File: config.mk
export PLATFORM = sky130hd
export DESIGN_NAME = can_rx_mailbox
export DESIGN_NICKNAME = d
export VERILOG_FILES = /design/src/rtl/can_pkg.sv /design/src/rtl/can_acc_filter.sv /design/src/rtl/can_rx_mailbox.sv
export SDC_FILE = /design/constraint.sdc
export NUM_CORES = 1
export LEC_CHECK = 0
export ABC_AREA = 1
export CAP_MARGIN = 20
export CORE_MARGIN = 2
export CORE_UTILIZATION = 50
export CTS_CLUSTER_DIAMETER = 200
export DETAILED_ROUTE_END_ITERATION = 8
export DONT_BUFFER_PORTS = 1
export HOLD_SLACK_MARGIN = 0.03
export SLEW_MARGIN = 40
export SYNTH_ARGS = -nofsm -noshare
export SYNTH_HDL_FRONTEND = slang
export SYNTH_SLANG_ARGS = --single-unit
File: constraint.sdc
create_clock -name clk -period 9.7 [get_ports clk]
set_clock_uncertainty 0.2 [all_clocks]
set_input_delay 0.97 -clock clk [delete_from_list [all_inputs] [get_ports clk]]
set_output_delay 0.97 -clock clk [all_outputs]
set_load 0.01 [all_outputs]
File: src/rtl/can_pkg.sv
// Shared types and register-map constants for the CAN receive mailbox.
package can_pkg;

  typedef struct packed {
    logic        ext;
    logic        rtr;
    logic [28:0] id;
    logic [3:0]  dlc;
    logic [63:0] data;
  } can_frame_t;

  localparam logic [2:0] REG_HEAD_ID    = 3'd0;
  localparam logic [2:0] REG_HEAD_DLC   = 3'd1;
  localparam logic [2:0] REG_HEAD_DATA0 = 3'd2;
  localparam logic [2:0] REG_HEAD_DATA1 = 3'd3;
  localparam logic [2:0] REG_CTRL       = 3'd4;
  localparam logic [2:0] REG_FSEL       = 3'd5;
  localparam logic [2:0] REG_FID        = 3'd6;
  localparam logic [2:0] REG_FMASK      = 3'd7;

  localparam int CTRL_POP     = 0;
  localparam int CTRL_FLUSH   = 1;
  localparam int CTRL_CLR_OVF = 2;
  localparam int CTRL_CLR_REJ = 3;
  localparam int CTRL_EMPTY   = 5;
  localparam int CTRL_FULL    = 6;
  localparam int CTRL_OVF     = 7;
  localparam int CTRL_IRQEN   = 8;
  localparam int CTRL_THRESH  = 16;
  localparam int CTRL_REJCNT  = 24;

  function automatic logic id_match(input logic [28:0] a, input logic [28:0] b,
                                    input logic [28:0] mask);
    return ((a ^ b) & mask) == 29'd0;
  endfunction

endpackage

File: src/rtl/can_acc_filter.sv
// One ID/mask acceptance filter; hit is evaluated against the value being
// written this cycle so a reconfiguration applies to the frame in stage 1.
module can_acc_filter
  import can_pkg::*;
(
  input  logic        clk,
  input  logic        rst_n,
  input  logic        wr_id,
  input  logic        wr_mask,
  input  logic        wr_en,
  input  logic        wr_ext,
  input  logic [28:0] wr_val,
  input  logic        frm_ext,
  input  logic [28:0] frm_id,
  output logic        act_en,
  output logic        hit,
  output logic [31:0] fid_rd,
  output logic [31:0] fmask_rd
);

  logic        en_q, en_d, ext_q, ext_d;
  logic [28:0] id_q, id_d, mask_q, mask_d;

  // Next filter configuration and match against it
  always_comb begin
    en_d   = wr_id ? wr_en : en_q;
    ext_d  = wr_id ? wr_ext : ext_q;
    id_d   = wr_id ? wr_val : id_q;
    mask_d = wr_mask ? wr_val : mask_q;
    act_en = en_d;
    hit    = en_d & (ext_d == frm_ext) & id_match(frm_id, id_d, mask_d);
  end

  // Filter configuration registers
  always_ff @(posedge clk or negedge rst_n) begin
    if (!rst_n) begin
      en_q   <= 1'b0;
      ext_q  <= 1'b0;
      id_q   <= 29'd0;
      mask_q <= 29'd0;
    end else begin
      en_q   <= en_d;
      ext_q  <= ext_d;
      id_q   <= id_d;
      mask_q <= mask_d;
    end
  end

  assign fid_rd   = {en_q, ext_q, 1'b0, id_q};
  assign fmask_rd = {3'b000, mask_q};

endmodule

File: src/rtl/can_rx_mailbox.sv
// Receive mailbox: one-stage filter pipeline feeding a DEPTH-entry frame FIFO,
// with head/status/filter access on the register bus and a level interrupt.
module can_rx_mailbox
  import can_pkg::*;
#(
  parameter int DEPTH = 4,
  parameter int NFILT = 2
) (
  input  logic        clk,
  input  logic        rst_n,
  input  logic        frm_valid,
  input  logic        frm_ext,
  input  logic        frm_rtr,
  input  logic [28:0] frm_id,
  input  logic [3:0]  frm_dlc,
  input  logic [63:0] frm_data,
  input  logic        cs,
  input  logic        we,
  input  logic [2:0]  rs,
  input  logic [31:0] d,
  output logic [31:0] q,
  output logic        irq
);

  localparam int AW = $clog2(DEPTH);
  localparam int LW = AW + 1;

  logic             s1_vld_q, s1_vld_d;
  can_frame_t       s1_frm_q, s1_frm_d;
  logic [AW-1:0]    wr_ptr_q, wr_ptr_d, rd_ptr_q, rd_ptr_d;
  logic [LW-1:0]    level_q, level_d;
  logic             ovf_q, ovf_d;
  logic [7:0]       rej_q, rej_d;
  logic [1:0]       irqen_q, irqen_d;
  logic [4:0]       thresh_q, thresh_d;
  logic [2:0]       fsel_q, fsel_d;
  can_frame_t       mem_q [DEPTH];

  logic [NFILT-1:0] f_en, f_hit;
  logic [31:0]      f_id_rd [NFILT];
  logic [31:0]      f_mask_rd [NFILT];

  logic wr_ctrl_s, pop_s, flush_s, clr_ovf_s, clr_rej_s, full_s, empty_s;
  logic accept_s, reject_s, push_s, ovf_evt_s;
  logic unused_s;

  assign unused_s = d[29];

  for (genvar i = 0; i < NFILT; i++) begin : g_filt
    can_acc_filter u_filt (
      .clk      (clk),
      .rst_n    (rst_n),
      .wr_id    (cs & we & (rs == REG_FID) & (fsel_q == 3'(i))),
      .wr_mask  (cs & we & (rs == REG_FMASK) & (fsel_q == 3'(i))),
      .wr_en    (d[31]),
      .wr_ext   (d[30]),
      .wr_val   (d[28:0]),
      .frm_ext  (s1_frm_q.ext),
      .frm_id   (s1_frm_q.id),
      .act_en   (f_en[i]),
      .hit      (f_hit[i]),
      .fid_rd   (f_id_rd[i]),
      .fmask_rd (f_mask_rd[i])
    );
  end

  assign wr_ctrl_s = cs & we & (rs == REG_CTRL);
  assign empty_s   = (level_q == {LW{1'b0}});
  assign full_s    = (level_q == LW'(DEPTH));
  assign pop_s     = wr_ctrl_s & d[CTRL_POP] & ~empty_s;
  assign flush_s   = wr_ctrl_s & d[CTRL_FLUSH];
  assign clr_ovf_s = wr_ctrl_s & d[CTRL_CLR_OVF];
  assign clr_rej_s = wr_ctrl_s & d[CTRL_CLR_REJ];
  // A flush discards the stage-1 frame outright: no push, reject count or overflow.
  assign accept_s  = s1_vld_q & ~flush_s & ((f_en == {NFILT{1'b0}}) | (|f_hit));
  assign reject_s  = s1_vld_q & ~flush_s & (f_en != {NFILT{1'b0}}) & ~(|f_hit);
  assign push_s    = accept_s & (~full_s | pop_s);
  assign ovf_evt_s = accept_s & full_s & ~pop_s;

  // Next-state for pipeline, pointers, status and control registers
  always_comb begin
    s1_vld_d = frm_valid;
    s1_frm_d = frm_valid ? can_frame_t'{frm_ext, frm_rtr, frm_id, frm_dlc, frm_data} : s1_frm_q;
    if (flush_s) begin
      wr_ptr_d = {AW{1'b0}};
      rd_ptr_d = {AW{1'b0}};
      level_d  = {LW{1'b0}};
    end else begin
      wr_ptr_d = push_s ? wr_ptr_q + 1'b1 : wr_ptr_q;
      rd_ptr_d = pop_s ? rd_ptr_q + 1'b1 : rd_ptr_q;
      case ({push_s, pop_s})
        2'b10:   level_d = level_q + 1'b1;
        2'b01:   level_d = level_q - 1'b1;
        default: level_d = level_q;
      endcase
    end
    if (ovf_evt_s)      ovf_d = 1'b1;
    else if (clr_ovf_s) ovf_d = 1'b0;
    else                ovf_d = ovf_q;
    if (clr_rej_s)                        rej_d = 8'd0;
    else if (reject_s && rej_q != 8'hFF)  rej_d = rej_q + 8'd1;
    else                                  rej_d = rej_q;
    irqen_d  = wr_ctrl_s ? d[CTRL_IRQEN +: 2] : irqen_q;
    thresh_d = wr_ctrl_s ? d[CTRL_THRESH +: 5] : thresh_q;
    fsel_d   = (cs & we & (rs == REG_FSEL)) ? d[2:0] : fsel_q;
  end

  // State registers
  always_ff @(posedge clk or negedge rst_n) begin
    if (!rst_n) begin
      s1_vld_q <= 1'b0;
      s1_frm_q <= '0;
      wr_ptr_q <= {AW{1'b0}};
      rd_ptr_q <= {AW{1'b0}};
      level_q  <= {LW{1'b0}};
      ovf_q    <= 1'b0;
      rej_q    <= 8'd0;
      irqen_q  <= 2'b00;
      thresh_q <= 5'd1;
      fsel_q   <= 3'd0;
    end else begin
      s1_vld_q <= s1_vld_d;
      s1_frm_q <= s1_frm_d;
      wr_ptr_q <= wr_ptr_d;
      rd_ptr_q <= rd_ptr_d;
      level_q  <= level_d;
      ovf_q    <= ovf_d;
      rej_q    <= rej_d;
      irqen_q  <= irqen_d;
      thresh_q <= thresh_d;
      fsel_q   <= fsel_d;
    end
  end

  // FIFO storage; validity is tracked by the pointers alone
  always_ff @(posedge clk) begin
    if (push_s) begin
      mem_q[wr_ptr_q] <= s1_frm_q;
    end else begin
      mem_q[wr_ptr_q] <= mem_q[wr_ptr_q];
    end
  end

  // Register read mux
  always_comb begin
    can_frame_t  head;
    logic [31:0] fid_sel, fmask_sel;
    head      = empty_s ? '0 : mem_q[rd_ptr_q];
    fid_sel   = 32'd0;
    fmask_sel = 32'd0;
    for (int i = 0; i < NFILT; i++) begin
      fid_sel   = fid_sel | ((fsel_q == 3'(i)) ? f_id_rd[i] : 32'd0);
      fmask_sel = fmask_sel | ((fsel_q == 3'(i)) ? f_mask_rd[i] : 32'd0);
    end
    q = 32'd0;
    if (cs) begin
      case (rs)
        REG_HEAD_ID:    q = {head.ext, head.rtr, 1'b0, head.id};
        REG_HEAD_DLC:   q = {28'd0, head.dlc};
        REG_HEAD_DATA0: q = head.data[31:0];
        REG_HEAD_DATA1: q = head.data[63:32];
        REG_CTRL:       q = {rej_q, 3'b000, thresh_q, 6'd0, irqen_q,
                             ovf_q, full_s, empty_s, 5'(level_q)};
        REG_FSEL:       q = {29'd0, fsel_q};
        REG_FID:        q = fid_sel;
        REG_FMASK:      q = fmask_sel;
        default:        q = 32'd0;
      endcase
    end else begin
      q = 32'd0;
    end
  end

  assign irq = (irqen_q[0] & (8'(level_q) >= 8'(thresh_q)) & (thresh_q != 5'd0))
             | (irqen_q[1] & ovf_q);

endmodule
==> impl_results.md <==
- Leak: 11.9 nW
- Buffers added on ports: 0
- Largest net degree at the start of global routing: 246
- Flop pwr share: 45.9%
- Via Count: 19,800
- Final core occ: 55.8%
- Int Power: 5.43 mW
- Clock H-tree levels: 3
- Global route overflow: 0
- Area grow syn2layout: 10.8%
- Count of different cell masters after synthesis: 45
- Row count: 86
- Clock period minus worst slack: 5.40 ns
- Total power draw: 8.05 mW
- Detailed-placement wirelength estimate: 47,100 um
- Gate count of the mapped netlist: 2,568
- Global-route wire length before repair: 118,000 um
- Vias/cell: 6.05
- Initial antenna violation count: 0
- Antenna-violating nets left: 0
- Clk sinks: 642
- Outcome: finished, final reports clean
- Met1 Resource Use GR: 37.6%
- Crit-path max FO: 57
- Top-area cell type share of the netlist area: 43.1%
- Switching Fraction: 32.6%
- Synthesized area per cell: 10.7 um^2
- CTS tree: yes
- Top-count cell post-synth: nand2_1
- Global Route met3 Usage: 5.54%
- Top FF cell, synth: edfxtp_1
- CP Capture Type: primary output
- Part of the cycle the worst path needs: 55.6%
- Root buf cell: clkbuf_16
- Die Area: 0.0570 mm^2
- Die height: 239 um
- Max cap viols: 0
- Largest area contributor in the netlist: edfxtp_1
- TNS Setup: 0 ns
- Comb pwr share: 22.3%
- Finished Layout Cells: 3,280
- Die W: 239 um
- Reg2Reg Depth: 18
- Worst rel slew slack: 45.1%
- GPL Wtd Cong: 0.860
- Req. time, crit path: 8.53 ns
- Area contributors post-synth: edfxtp_1 43%, dfrtp_1 22%, nand2_1 6.1%, nand3_1 5.5%, o21ai_0 4.6%
- Slew @ Worst Pin: 0.824 ns
- Type of the worst setup path: register to primary output
- Initial core utilization: 50.3%
- Core ar.: 0.0548 mm^2
- Fmax: 185 MHz
- Postcts setup bufs: 0
- Drt drc: 0
- Mapped Area: 0.0276 mm^2
- Antenna diodes: 0
- Warnings from Yosys: 0
- Max Transition Viols Final: 0
- Drt wl/cell: 23.8 um
- Most crowded layer after global routing: met2
- Pwr dens: 264 mW/mm^2
- Post-synth EDFFs: 396
- Seq/Total Area, Yosys: 65.5%
- Layout cells sized above 1: 9.20%
- Placed cell count: 3,144
- Top-Level Pins: 172
- Final worst setup slack: 4.30 ns
- Mapped Nets: 2,716
- Routed wire length: 78,000 um
- CP Launch Type: register
- Place WS: 3.93 ns
- Fin. Hold Viols: 0
- Worst hold stages: 0
- Clock network power share: 31.8%
- Vias in the first global route: 19,200
- Clk buf depth: 3
- WP data arrival: 4.23 ns
- Unrepaired setup endpoints after global routing: false
- Peak supply drop: 0.000175 V
- M2 GR Usage: 43.9%
- Clock transition at path regs: 0.06 ns
- DRT Pass-1 Iters: 5
- Commonest cells post-synth: 447 x nand2_1, 396 x edfxtp_1, 305 x nand3_1, 255 x o21ai_0, 245 x dfrtp_1
- Total GRT Usage: 27.6%
- Net switching power: 2.63 mW
- Number of nets in the layout: 2,668
- Clock Latency Late Sink: 0.61 ns
- CTS Buf Count: 71
- Iter 0 DRT Violations: 1,895
- Ys async rst share: 38.3%
- Worst hold path type: input pin to register
- Setup Viol. Count Final: 0
- Seq cells post-synth: 642
-- state kept, by name, summed over array words and instances, names as in the netlist, 2 cells and up --
| name | count |
|---|---|
| mem_q | 396 |
| rej_q | 8 |
| s1_frm_q | 99 |
| rd_ptr_q | 2 |
| irqen_q | 2 |
| g_filt.u_filt.ext_q | 2 |
| wr_ptr_q | 2 |
| g_filt.u_filt.en_q | 2 |
| g_filt.u_filt.mask_q | 58 |
| g_filt.u_filt.id_q | 58 |
| fsel_q | 3 |
| thresh_q | 5 |
| level_q | 3 |
-- layout by cell type (no fill, tap or decap), types with 19 or more instances in the layout --
cell	Yosys	layout
inv_1	121	120
o22ai_1	102	102
a21oi_1	52	52
nor2_1	243	234
nand2_1	447	443
o21ai_1	32	32
nand3_1	305	305
edfxtp_1	396	396
dfrtp_1	245	243
o21ai_0	255	255
a22o_1	32	32
a221oi_1	19	19
mux2_2	69	69
clkbuf_16	0	73
-- final cells by class --
cell class | count | area, um^2
Sequential cell | 642 | 18100
Multi-Input combinational cell | 1644 | 8510
Tap cell | 704 | 881
Timing Repair Buffer | 32 | 393
Fill cell | 4578 | 24200
Clock buffer | 100 | 2040
Clock inverter | 29 | 179
Inverter | 129 | 490
-- timing repair --
action | 4_1_cts | 5_1_grt
resized for setup | 0 | 0
endpoints found under the hold margin | 245 | 42
hold buffers | 2 | 1
-- logic make-up (layout without fill, tap and decap cells) --
kind of cell / Yosys count / after routing / share of synthesized area [%]
AOI/OAI and AO/OA: 542 / 542 / 11.5
xor gates and xnor gates: 7 / 7 / 0.222
adders and majority gates: 9 / 9 / 0.436
buffers and inverters: 282 / 290 / 4.05
DFF: 642 / 642 / 65.5
muxes: 69 / 69 / 2.82
and+or+nand+nor: 1017 / 1017 / 15.5
-- layer usage --
metal	vias to the layer above	wire length (um)	share of wire, %
li1	9041	-	-
met2	819	36700	47
met4	0	3010	3.9
met3	161	6040	7.7
met5	-	0	0
met1	9813	32200	41
-- power groups by stage --
stage               registers [mW]  clock network, mW  logic [mW]
finish                        3.70               2.56        1.79
global route                  3.75               2.72        1.98
CTS                           3.70               2.61        1.80
detailed placement            3.75                  0        1.77
global placement              3.73                  0        1.73
floorplan                     3.68                  0        1.23
-- path summary, 6_finish.rpt --
kind | from | to | slack [ns]
setup / recovery | fsel_q[1] | q[30] | 4.30
hold / removal | frm_valid | s1_vld_q | 0.23
setup reg to reg | fsel_q[1] | mem_q[0][19] | 4.48
hold reg to reg | g_filt[0].u_filt.id_q[1] | g_filt[0].u_filt.id_q[1] | 0.29
max in group asynchronous | rst_n | s1_frm_q[51] | 7.28
min in group asynchronous | rst_n | s1_frm_q[12] | 0.65
-- per-stage QoR --
step	hold slack, ns	instance area [um^2]
after floorplan	0.261	27600
after global placement	0.274	28100
after detailed placement	0.277	28200
after CTS	0.196	30400
after global routing	0.192	30500
final	0.233	30500
-- critical path, stage by stage (launching register included) --
cell and delay, ns:
dfrtp_1 0.44, nor3_4 0.24, buf_4 0.59, buf_4 0.66
inv_1 0.47, o22ai_1 0.51, a22oi_1 0.21, a41o_1 0.26
inv_1 0.18
Power figures use the tool's default switching activity.
